File: src/rtl/pal_array.sv
// PAL core: programmable AND plane, programmable OR plane and per-output macrocell,
// configured through a serial bitstream loaded one bit per valid cycle.
module pal_array #(
    parameter int unsigned N_IN    = 4,
    parameter int unsigned N_TERMS = 4,
    parameter int unsigned N_OUT   = 2
) (
    input  logic              clk,
    input  logic              rst,
    input  logic              cfg_start,
    input  logic              cfg_valid,
    input  logic              cfg_data,
    output logic              cfg_busy,
    output logic              cfg_done,
    input  logic [N_IN-1:0]   pal_in,
    output logic [N_OUT-1:0]  pal_out
);

    localparam int unsigned LIT_W   = 2 * N_IN;
    localparam int unsigned A_LEN   = N_TERMS * LIT_W;
    localparam int unsigned O_LEN   = N_OUT * N_TERMS;
    localparam int unsigned M_BASE  = A_LEN + O_LEN;
    localparam int unsigned CFG_LEN = M_BASE + 2 * N_OUT;
    localparam int unsigned CNT_W   = $clog2(CFG_LEN);

    typedef enum logic [1:0] {ST_UNCFG, ST_LOAD, ST_RUN} state_t;

    state_t               state, state_next;
    logic [CFG_LEN-1:0]   cfg;
    logic [CNT_W-1:0]     cnt;
    logic [N_OUT-1:0]     flop;
    logic [LIT_W-1:0]     lits;
    logic [N_TERMS-1:0]   term;
    logic [N_OUT-1:0]     f;
    logic                 last_bit;

    // Literal vector: even index is the true input, odd index its complement.
    always_comb begin
        lits = '0;
        for (int unsigned i = 0; i < N_IN; i++) begin
            lits[2*i]   = pal_in[i];
            lits[2*i+1] = ~pal_in[i];
        end
    end

    // Unselected literals are forced to 1 and unselected terms to 0 (neutral elements).
    always_comb begin
        term = '0;
        f    = '0;
        for (int unsigned t = 0; t < N_TERMS; t++)
            term[t] = &(lits | ~cfg[t*LIT_W +: LIT_W]);
        for (int unsigned o = 0; o < N_OUT; o++)
            f[o] = (|(term & cfg[A_LEN + o*N_TERMS +: N_TERMS])) ^ cfg[M_BASE + 2*o];
    end

    assign last_bit = cfg_valid && (cnt == CNT_W'(CFG_LEN - 1));

    // State register.
    always_ff @(posedge clk or posedge rst) begin
        if (rst) state <= ST_UNCFG;
        else     state <= state_next;
    end

    // Next-state logic; cfg_start takes priority over any bit in the same cycle.
    always_comb begin
        state_next = state;
        case (state)
            ST_UNCFG: if (cfg_start) state_next = ST_LOAD;
            ST_LOAD: begin
                if (cfg_start)     state_next = ST_LOAD;
                else if (last_bit) state_next = ST_RUN;
            end
            ST_RUN:   if (cfg_start) state_next = ST_LOAD;
            default:  state_next = ST_UNCFG;
        endcase
    end

    // Configuration shift-in, bit counter and macrocell flops.
    always_ff @(posedge clk or posedge rst) begin
        if (rst) begin
            cfg  <= '0;
            cnt  <= '0;
            flop <= '0;
        end else if (cfg_start) begin
            cfg  <= '0;
            cnt  <= '0;
            flop <= '0;
        end else begin
            if (state == ST_LOAD && cfg_valid) begin
                cfg[cnt] <= cfg_data;
                cnt      <= cnt + CNT_W'(1);
            end
            if (state == ST_RUN) flop <= f;
            else                 flop <= '0;
        end
    end

    // Outputs: array is only visible while a complete configuration is held.
    always_comb begin
        cfg_busy = (state == ST_LOAD);
        cfg_done = (state == ST_RUN);
        pal_out  = '0;
        if (state == ST_RUN) begin
            for (int unsigned o = 0; o < N_OUT; o++)
                pal_out[o] = cfg[M_BASE + 2*o + 1] ? flop[o] : f[o];
        end
    end

endmodule

File: config.mk
export PLATFORM = sky130hd
export DESIGN_NAME = pal_array
export DESIGN_NICKNAME = d
export VERILOG_FILES = /design/src/rtl/pal_array.sv
export SDC_FILE = /design/constraint.sdc
export NUM_CORES = 1
export LEC_CHECK = 0
export ABC_AREA = 0
export BUFFER_PORTS_ARGS = -buffer_cell sky130_fd_sc_hd__clkbuf_2
export CORE_AREA = 3 3 79 81
export DETAILED_ROUTE_END_ITERATION = 8
export DIE_AREA = 0 0 82 84
export PLACE_DENSITY_LB_ADDON = 0.25
export SYNTH_ARGS = -nofsm -noshare
export SYNTH_HDL_FRONTEND = slang
export SYNTH_SLANG_ARGS = --single-unit
File: constraint.sdc
create_clock -name clk -period 2.8 [get_ports clk]
set_input_delay 0.28 -clock clk [delete_from_list [all_inputs] [get_ports clk]]
set_output_delay 0.28 -clock clk [all_outputs]
set_load 0.01 [all_outputs]
==> metrics <==
share of post-route cells with drive strength above 1=0.126; top area cells in the synthesized netlist=dfrtp_1 (46%), mux2i_1 (14%), nor2_1 (6.9%); Post-CTS Hold Buffers=0; CP max FO=4; Yosys top cell by area=dfrtp_1; critical path's largest stage delay=0.40 ns; # DRC=0; nature of the critical path endpoint=primary output; Net Count, Synth=about 330; async set-reset flop share out of synthesis=1.00; max-slew violation total from the final report=0; Min-Delay Path Class=in2async; Die Span X=roughly 82 um; Core Region=between 5000 and 6000 um2; H-tree Lvls=2; hpwl dp=approximately 4500 um; endpoints failing setup=0; Post-layout nets=326; Mapped Cells=approximately 320; ANT nets after route=0; worst path arrival time=approximately 2.1 ns; Worst-Skew Late Latency=~0.31 ns; WHS=roughly 0.020 ns; io pins=13; Hold Violations, Final=0; Tot GR Track Use=0.211; DRT iter0 DRCs=around 120; Yosys top cell area share=0.460; GPL Wtd Cong=around 0.77; synth unique cells=between 40 and 50; die area=6890 um2; Synth Warn #=0; post-synthesis area per instance=~9.3 um2; Layout Skew=between 0.01 and 0.015 ns; number of global-route vias before repair=between 2000 and 2500; pin count of the biggest net entering global routing=45; final worst slack=approximately 0.39 ns; Setup Fix Bufs, Post-CTS=0; VDD IR max=approximately 0.25 mV; status=complete, no violations; highest clock rate=415 MHz; Seq/Total Area, Yosys=0.460; Via Count=around 2200; I/O Buffers=12; Die Span Y=~84 um; Sink Count=54; first-pass GRT wire length=11400 um; Slew @ Worst Pin=~0.87 ns; register area=1350 um2; Syn-to-layout area delta=6.39%; vias per inst=5.70; RSZ-0062 raised after global routing=no; Max Buffers Root-to-Sink=2; worst slack, placed=roughly 0.64 ns; Ant. Diodes=0; Clock transition at path regs=about 0.11 ns; predominant post-synthesis flop cell=dfrtp_1; CTS resizes=0; area of the multi-input gates=roughly 1500 um2; cts bufs inserted=5; cell at the slowest stage of the critical path=dfrtp_1; GRT Residual Overflow=0; crit path buf inv count=1; critical setup path kind=reg2out; CTS Root Cell=clkbuf_8; total power=between 0.001 and 0.0015 W; Max Cap Viol=0; Pwr per Cell Area=462 nW/um2; synthesized area=between 2000 and 3000 um2; DR pass1 iterations=4; cell family with most CP delay=compound AO/OA/AOI/OAI gates; final setup TNS=0 ns; starting density of the core=0.530; crit path launch type=flip-flop; commonest cells in the netlist=dfrtp_1 (54), nor2_1 (54), nand2_1 (46); Post-synth EDFFs=0; required time worst endpoint=around 2.5 ns; CTS tree=done; CP startpoint=cfg[14]; Final Cycle Share=0.861; antenna violations before repair=0; # rows=27; fin area=between 3000 and 4000 um2; Post-Route WL=about 6700 um; placed inst area=slightly above 3000 um2; static leakage=approximately 1.5 nW; fill cell instance count of the final layout=approximately 500; Reg2Reg Launch Point=state[1]; min cycle time layout=about 2.4 ns; worst-path cell chain=mux2_4 -> a211oi_2 -> a32oi_1 -> a2111oi_2 -> a311o_1 -> clkbuf_2; Slew HR=0.418; routed length per instance=roughly 17 um; FF+latch count, synth=54
-- state kept, by name, summed over array words and instances (netlist names) --
| register | count |
|---|---|
| state | 2 |
| cnt | 6 |
| flop | 2 |
| cfg | 44 |
-- worst paths after layout --
path,slack (ns),cells past startpoint,endpoint
worst max-delay path,0.39,6,pal_out[1]
worst min-delay path,0.02,2,cfg[7]
worst max register to register,0.84,5,cfg[26]
worst min register to register,0.53,1,state[0]
max in group asynchronous,2.14,3,cfg[2]
min in group clk,0.28,3,cnt[1]
-- cell families after synthesis --
| logic type | synth area share |
|---|---|
| and+or+nand+nor | 0.236 |
| DFF | 0.460 |
| AOI/OAI and AO/OA | 0.104 |
| muxes | 0.150 |
| buffers and inverters | 0.0375 |
| xor gates and xnor gates | 0.00894 |
| adders and majority gates | 0.00426 |
-- placed cells by master (no fill, tap or decap), drive strengths merged, types with 2 or more instances in the layout --
| cell type | instances |
|---|---|
| and3b | 2 |
| a211oi | 2 |
| a21oi | 22 |
| dfrtp | 54 |
| nand2b | 3 |
| o21ai | 15 |
| clkbuf | 18 |
| nor2b | 2 |
| xor2 | 2 |
| nand3b | 3 |
| nor3b | 7 |
| a311o | 2 |
| and3 | 2 |
| nor2 | 54 |
| mux2 | 2 |
| nand2 | 46 |
| nor3 | 4 |
| buf | 3 |
| or3b | 2 |
| a22oi | 2 |
| a32oi | 2 |
| and4 | 3 |
| nand3 | 5 |
| inv | 4 |
| mux2i | 41 |
| a2111oi | 2 |
-- stage by stage --
step | utilization | std cells
global route | 0.564 | 389
floorplan | - | 317
detailed placement | 0.544 | 381
CTS | 0.564 | 389
global placement | 0.544 | 381
finish | 0.564 | 389
-- final cells by class --
type / instances / share of cell area
clock inverters: 2 / 0.0120
clock buffers: 6 / 0.0232
multi-input cells: 236 / 0.473
repair buffers: 15 / 0.0264
well taps: 72 / 0.0288
inverters: 4 / 0.00480
flip-flops and latches: 54 / 0.432
-- metal layers --
metal	vias to the layer above	wire length (um)	part of all wire	track usage
li1	1079	-	-	-
met1	1086	3180	0.48	0.317
met2	48	3180	0.48	0.324
met3	4	263	0.040	0.0259
met4	0	38	0.0057	0.0453
met5	-	0	0	0
-- power breakdown --
part / switching, W / internal, W
Clock: 0.000264 / 0.000267
Combinational: 0.0000790 / 0.0000343
Sequential: 0.0000118 / 0.000788
Total: 0.000354 / 0.00109
-- worst reg2reg max path: stages (launching register included) --
cell       delay, ns
dfrtp_1         0.43
nand4bb_1       0.35
nor3b_2         0.60
nand2_1         0.15
mux2i_1         0.21
nor2_1          0.07
No activity file was read; power rests on OpenSTA's default activity.
